File: config.mk
export PLATFORM = sky130hd
export DESIGN_NAME = tone_period_decoder
export DESIGN_NICKNAME = d
export VERILOG_FILES = /design/src/rtl/tone_period_decoder.sv
export SDC_FILE = /design/constraint.sdc
export NUM_CORES = 1
export LEC_CHECK = 0
export ABC_AREA = 1
export CAP_MARGIN = 20
export CORE_MARGIN = 3
export CORE_UTILIZATION = 54
export DETAILED_ROUTE_END_ITERATION = 12
export GPL_TIMING_DRIVEN = 0
export MAX_ROUTING_LAYER = met4
export PLACE_DENSITY = 0.74
export SLEW_MARGIN = 40
export SYNTH_ARGS = -nofsm -noshare
export SYNTH_HDL_FRONTEND = slang
export SYNTH_SLANG_ARGS = --single-unit
File: constraint.sdc
create_clock -name inclk -period 1.9 [get_ports inclk]
set_input_delay 0.285 -clock inclk [delete_from_list [all_inputs] [get_ports inclk]]
set_output_delay 0.285 -clock inclk [all_outputs]
set_load 0.03 [all_outputs]
File: src/rtl/tone_period_decoder.sv
// ---------------------------------------------------------------------------
// tone_period_decoder
//
// Measures the period of a square-wave tone in inclk cycles and decodes it
// back to the 3-bit note code of the scale Do 523 Hz .. Do 1046 Hz. A code is
// reported as locked once two consecutive periods match the same note.
//
// Ports
//   inclk         in   1      system clock (50 MHz)
//   rst_n         in   1      asynchronous active-low reset
//   tone_in       in   1      square wave, asynchronous to inclk
//   freq_sel      out  3      decoded note code (last locked value)
//   tone_valid    out  1      freq_sel locked and current
//   no_signal     out  1      no rising edge for TIMEOUT cycles
//   period        out  CNT_W  last measured period in inclk cycles
//   period_strobe out  1      one-cycle pulse when period updates
//
// Parameters
//   CNT_W      width of the period counter and period output
//   TOL_SHIFT  match tolerance is nominal >> TOL_SHIFT
//   TIMEOUT    cycles without a rising edge before no_signal (< 2**CNT_W)
//   NOM_SHIFT  nominal periods are divided by 2**NOM_SHIFT; 0 gives the real
//              note set, larger values give a short-period variant of the
//              same scale (tolerances scale along with it)
// ---------------------------------------------------------------------------
module tone_period_decoder #(
  parameter int CNT_W     = 18,
  parameter int TOL_SHIFT = 7,
  parameter int TIMEOUT   = 131071,
  parameter int NOM_SHIFT = 0
) (
  input  logic             inclk,
  input  logic             rst_n,
  input  logic             tone_in,
  output logic [2:0]       freq_sel,
  output logic             tone_valid,
  output logic             no_signal,
  output logic [CNT_W-1:0] period,
  output logic             period_strobe
);

  typedef enum logic [1:0] {
    S_IDLE = 2'd0,
    S_MEAS = 2'd1,
    S_CAND = 2'd2,
    S_LOCK = 2'd3
  } state_t;

  localparam logic [CNT_W-1:0] TO_MAX = CNT_W'(TIMEOUT);

  // Nominal periods at 50 MHz for codes 0..7.
  localparam int unsigned P_TAB [8] = '{95602, 85179, 75873, 71633,
                                         63857, 56818, 50659, 47801};

  function automatic logic [CNT_W-1:0] nom_of(input int k);
    return CNT_W'(P_TAB[k] >> NOM_SHIFT);
  endfunction

  function automatic logic [CNT_W-1:0] lo_of(input int k);
    return nom_of(k) - (nom_of(k) >> TOL_SHIFT);
  endfunction

  function automatic logic [CNT_W-1:0] hi_of(input int k);
    return nom_of(k) + (nom_of(k) >> TOL_SHIFT);
  endfunction

  // ---------------------------------------------------------------------
  // Input synchroniser and rising-edge detect
  // ---------------------------------------------------------------------
  logic r_sync1, r_sync2, r_hist;
  logic w_edge;

  always_ff @(posedge inclk or negedge rst_n) begin
    // NOTE: every flop uses non-blocking assignment so all registers sample
    // the pre-edge values; blocking here would make r_hist see the new sync.
    if (!rst_n) begin
      r_sync1 <= 1'b0;
      r_sync2 <= 1'b0;
      r_hist  <= 1'b0;
    end else begin
      r_sync1 <= tone_in;
      r_sync2 <= r_sync1;
      r_hist  <= r_sync2;
    end
  end

  assign w_edge = r_sync2 & ~r_hist;

  // ---------------------------------------------------------------------
  // Period counter
  // ---------------------------------------------------------------------
  logic [CNT_W-1:0] r_cnt;
  logic [CNT_W-1:0] w_meas;
  logic             w_timeout;
  state_t           r_state, w_state_nxt;

  always_ff @(posedge inclk or negedge rst_n) begin
    if (!rst_n) begin
      r_cnt <= '0;
    end else if (w_edge) begin
      r_cnt <= '0;
    end else if (r_cnt != TO_MAX) begin
      r_cnt <= r_cnt + CNT_W'(1);
    end
  end

  // Counter holds N-1 at an edge N cycles after the previous one; an edge
  // arriving on the saturated counter reports TIMEOUT.
  assign w_meas = (r_cnt < TO_MAX) ? (r_cnt + CNT_W'(1)) : TO_MAX;

  // Timeout fires on the clock that takes the counter to TIMEOUT. A coincident
  // edge pulse wins and is measured instead.
  assign w_timeout = (r_state != S_IDLE) && !w_edge && (r_cnt == TO_MAX - CNT_W'(1));

  // ---------------------------------------------------------------------
  // Period register and strobe (the reference edge from S_IDLE is not a
  // measurement)
  // ---------------------------------------------------------------------
  logic [CNT_W-1:0] r_period;
  logic             r_period_strobe;

  always_ff @(posedge inclk or negedge rst_n) begin
    if (!rst_n) begin
      r_period        <= '0;
      r_period_strobe <= 1'b0;
    end else begin
      r_period_strobe <= w_edge && (r_state != S_IDLE);
      if (w_edge && (r_state != S_IDLE)) begin
        r_period <= w_meas;
      end
    end
  end

  // ---------------------------------------------------------------------
  // Registered note match. Windows are disjoint, so at most one code hits.
  // ---------------------------------------------------------------------
  logic       w_hit;
  logic [2:0] w_code;
  logic       r_hit;
  logic [2:0] r_code;
  logic       r_cmp_vld;

  always_comb begin
    // NOTE: defaults first so every path assigns every output; otherwise the
    // tool infers a latch to hold the old value.
    w_hit  = 1'b0;
    w_code = 3'd0;
    for (int k = 0; k < 8; k++) begin
      if ((r_period >= lo_of(k)) && (r_period <= hi_of(k))) begin
        w_hit  = 1'b1;
        w_code = 3'(k);
      end
    end
  end

  always_ff @(posedge inclk or negedge rst_n) begin
    if (!rst_n) begin
      r_hit     <= 1'b0;
      r_code    <= 3'd0;
      r_cmp_vld <= 1'b0;
    end else begin
      r_hit     <= w_hit;
      r_code    <= w_code;
      r_cmp_vld <= r_period_strobe;
    end
  end

  // ---------------------------------------------------------------------
  // Lock FSM: state register / next-state / outputs
  // ---------------------------------------------------------------------
  logic [2:0] r_cand, w_cand_nxt;
  logic [2:0] r_freq_sel, w_freq_sel_nxt;
  logic       r_no_signal;
  logic       w_tone_valid;

  always_ff @(posedge inclk or negedge rst_n) begin
    if (!rst_n) begin
      r_state    <= S_IDLE;
      r_cand     <= 3'd0;
      r_freq_sel <= 3'd0;
    end else begin
      r_state    <= w_state_nxt;
      r_cand     <= w_cand_nxt;
      r_freq_sel <= w_freq_sel_nxt;
    end
  end

  always_comb begin
    w_state_nxt    = r_state;
    w_cand_nxt     = r_cand;
    w_freq_sel_nxt = r_freq_sel;
    unique case (r_state)
      S_IDLE: begin
        if (w_edge) w_state_nxt = S_MEAS;
      end
      S_MEAS: begin
        if (r_cmp_vld && r_hit) begin
          w_cand_nxt  = r_code;
          w_state_nxt = S_CAND;
        end
      end
      S_CAND: begin
        if (r_cmp_vld) begin
          if (!r_hit) begin
            w_state_nxt = S_MEAS;
          end else if (r_code == r_cand) begin
            w_freq_sel_nxt = r_code;
            w_state_nxt    = S_LOCK;
          end else begin
            w_cand_nxt = r_code;
          end
        end
      end
      S_LOCK: begin
        if (r_cmp_vld) begin
          if (!r_hit) begin
            w_state_nxt = S_MEAS;
          end else if (r_code != r_cand) begin
            w_cand_nxt  = r_code;
            w_state_nxt = S_CAND;
          end
        end
      end
      default: w_state_nxt = S_IDLE;
    endcase
    // A timeout abandons any measurement; the next edge is only a reference.
    if (w_timeout) w_state_nxt = S_IDLE;
  end

  always_comb begin
    w_tone_valid = (r_state == S_LOCK);
  end

  // no_signal is set by reset or timeout and cleared by any edge pulse.
  always_ff @(posedge inclk or negedge rst_n) begin
    if (!rst_n) begin
      r_no_signal <= 1'b1;
    end else if (w_edge) begin
      r_no_signal <= 1'b0;
    end else if (w_timeout) begin
      r_no_signal <= 1'b1;
    end
  end

  assign freq_sel      = r_freq_sel;
  assign tone_valid    = w_tone_valid;
  assign no_signal     = r_no_signal;
  assign period        = r_period;
  assign period_strobe = r_period_strobe;

endmodule
==> metrics.cfg, run 1 <==
[outcome]
status=completed

[hold_path]
hold_start=r_sync1$_DFF_PN0_
timing.hold.worst.class=flip-flop to flip-flop
min_delay_worst_endpoint=r_sync2$_DFF_PN0_
holdPathStages=0

[synthesis]
synth_cells=556
mappedNetlistNets=561
yosysWarnings=0
yosys_register_bits=54
yosys.area_share.adder=0.00672
post_synth_num_cell_types=37
compound_gate_fraction_of_synth_area=0.0981
yosysSeqAreaShare=0.363
simple_gate_fraction_of_synth_area=0.401
avgSynthCellArea_sq_um=6.70
synth_top_family_by_area=simple AND/OR/NAND/NOR gates
synth.mux.area_fraction=0
synth_xor_area_frac=0.0282
netlist_area_sq_um=3720

[setup_path]
cp_num_buf_inv=1
timing.setup.critical_path_class=flip-flop to output port
setup.worst_path.end_class=output port
crit_start=period[17]$_DFFE_PN0P_
critical_path_peak_fanout=6
crit_arrival_ns=1.53
slowest_stage=sky130_fd_sc_hd__clkdlybuf4s50_1
r2r_cells=10
cp.required_ns=1.62
crit_path_start_kind=flip-flop
r2r_start=period[7]$_DFFE_PN0P_
max_stage_delay_ns=0.73
path_cells=clkdlybuf4s50_1
worst-r2r-setup-slack_ns=0.10
timing.rr.end=r_hit$_DFF_PN0_
cell_family_with_most_cp_delay=buffers and inverters

[power_and_ir_drop]
sw_share=0.517
pwr-share-clk=0.124
pwr_density_cell_nw_per_um2=1540
comb_power_share=0.593
p_seq_frac=0.284
internal-power_mw=3.18
power.ir.vdd_worst_uv=970
static-leakage-power_nw=2.12
net-switching-power_mw=3.40

[die]
fp_rows=29
die_height_microns=89.1
io_pins=27
floorplan.initialDensity=0.570
coreArea_sq_um=6530
die_x_microns=89.1
dieArea_sq_um=7930

[placement]
place.detailed.instances=660
routabilityCongestion=0.978
estimated_wirelength_of_the_detail_placed_design_microns=7940
numPortBuffers=26

[grt]
vias_in_the_first_global_route=3483
global_route.overflow_total=0
grt_use_total=0.284
grt_pass1_wl_microns=17000
grt_antenna_before_repair=0
grt_start_max_net_pins=29

[timing]
tightestPinTransition_ns=0.663
hold_violations=0
worst_slew_margin_rel=0.553
max_freq_mhz=550
rsz0062_at_grt=yes
layout_worst_path_cycle_share=0.956
report.final.setup_viol=0
final.setup_skew_ns=0.0143
setup_tns_ns=0
worst_hold_slack_ns=0.371
drv_slew=0
fin_crit_ns=1.82

[clocking]
cts_buffer_depth=2
cts_inserted_buffers=5
htreeDepth=2
path_clk_slew_ns=0.10
worstSkewPairLatency_ns=0.32
cts-root-buf=sky130_fd_sc_hd__clkbuf_8
cts.sink_count=54
tritoncts=yes

[finish]
n_antenna_cell=0
mostFrequentLayoutCells=sky130_fd_sc_hd__nand2_1, sky130_fd_sc_hd__inv_1, sky130_fd_sc_hd__nor2_1
layout_commonest_cell=sky130_fd_sc_hd__nand2_1
final_net_count=596
fill_cells=619
non_filler_instance_count_after_layout=669
drive_above_1_share=0.115
area.growth.synth_to_final_pct=14.8

[route]
routed_via_density=5.60
detail_route.iter0.violations=274
drtPass1Iterations=5
vias=3744
wl_microns=10200
drcViolationCount=0
routed_wire_length_per_instance_microns=15.3
detail-route-antenna-nets=0

[job]
drv.max_cap_violation_count=0

power by group through the flow:
stage | registers [mW] | logic (mW) | clock network (mW)
finish | 1.87 | 3.90 | 0.815
global route | 1.92 | 4.34 | 0.897
CTS | 1.85 | 3.82 | 0.826
detailed placement | 1.87 | 3.79 | 0
global placement | 1.87 | 3.75 | 0
floorplan | 2.19 | 2.27 | 0
routing by layer:
layer,wire (microns),share of wire,track usage
met4,44,0.0043,0.0447
met2,4730,0.46,0.439
met3,653,0.064,0.0359
met1,4790,0.47,0.409
met5,0,0,-
cell families after synthesis:
family                   after synthesis
AND/OR/NAND/NOR                      328
flip-flops                            54
AO/OA/AOI/OAI                         66
adder cells (fa/ha/maj)                2
XOR/XNOR                              12
buffers and inverters                 94
final cells by class:
cell class | instances | area (sq um) | share of cell area
multi-input combinational | 408 | 2020 | 0.473
sequential | 54 | 1350 | 0.317
inverter | 82 | 308 | 0.0720
timing repair buffer | 28 | 298 | 0.0697
tap | 77 | 96.3 | 0.0225
buffer | 12 | 78.8 | 0.0184
clock buffer | 5 | 68.8 | 0.0161
clock inverter | 3 | 48.8 | 0.0114
synth_stat cells, drive strengths merged:
cell / n / area, sq um
a21oi: 18 / 97.6
a31oi: 1 / 6.26
and2: 1 / 6.26
buf: 11 / 72.6
clkbuf: 1 / 3.75
clkinv: 1 / 3.75
dfrtp: 53 / 1330
dfstp: 1 / 26.3
ha: 2 / 25.0
inv: 81 / 304
nand2: 169 / 644
nand3: 49 / 288
nand3b: 2 / 15.0
nand4: 13 / 81.3
nor2: 78 / 368
nor3: 14 / 75.1
nor3b: 2 / 15.0
o211ai: 1 / 7.51
o21a: 4 / 30.0
o21ai: 33 / 165
o21bai: 1 / 7.51
o22ai: 7 / 43.8
o31ai: 1 / 7.51
xnor2: 3 / 26.3
xor2: 9 / 78.8
what timing repair did:
action,in CTS,in global routing
endpoints found under the hold margin,26,0
buffers inserted,0,0
hold buffers,1,0
gates resized for setup,0,15
endpoints found under the setup margin,0,8
worst max-delay path by stage:
stage	to	slack (ns)	cells past startpoint
after global placement	period[5]$_DFFE_PN0P_	-1.02	1
after global routing	r_hit$_DFF_PN0_	-0.03	10
after floorplan	r_hit$_DFF_PN0_	0.29	10
after detailed placement	r_hit$_DFF_PN0_	0.11	10
after CTS	tone_valid	0.05	3
final	period[17]	0.08	1
state kept, by name, summed over array words and instances, names as in the netlist:
| name | flops |
|---|---|
| r_hist | 1 |
| no_signal | 1 |
| r_code | 3 |
| r_cand | 3 |
| r_sync2 | 1 |
| period_strobe | 1 |
| r_state | 2 |
| r_cnt | 18 |
| period | 18 |
| r_sync1 | 1 |
| r_hit | 1 |
| r_cmp_vld | 1 |
| freq_sel | 3 |
metrics by stage:
stage / power [mW] / utilization / worst slack [ns] / cell area [sq um]
2_1_floorplan: 4.46 / - / 0.293 / 3720
3_3_place_gp: 5.62 / 0.625 / -1.02 / 4080
3_5_place_dp: 5.66 / 0.628 / 0.110 / 4100
4_1_cts: 6.49 / 0.647 / 0.0452 / 4230
5_1_grt: 7.16 / 0.655 / -0.0315 / 4280
6_report: 6.58 / 0.655 / 0.0828 / 4280
Note: power is estimated with default switching activity, not from simulation.
==> run 2: changes to the inputs <==
--- a/config.mk
+++ b/config.mk
@@ -9,6 +9,7 @@
 export CAP_MARGIN = 20
 export CORE_MARGIN = 3
 export CORE_UTILIZATION = 54
+export CTS_CLUSTER_DIAMETER = 30
 export DETAILED_ROUTE_END_ITERATION = 12
 export GPL_TIMING_DRIVEN = 0
 export MAX_ROUTING_LAYER = met4
==> results of run 2 <==
Same layout as run 1: the final DEF is identical, and so are final timing and power.
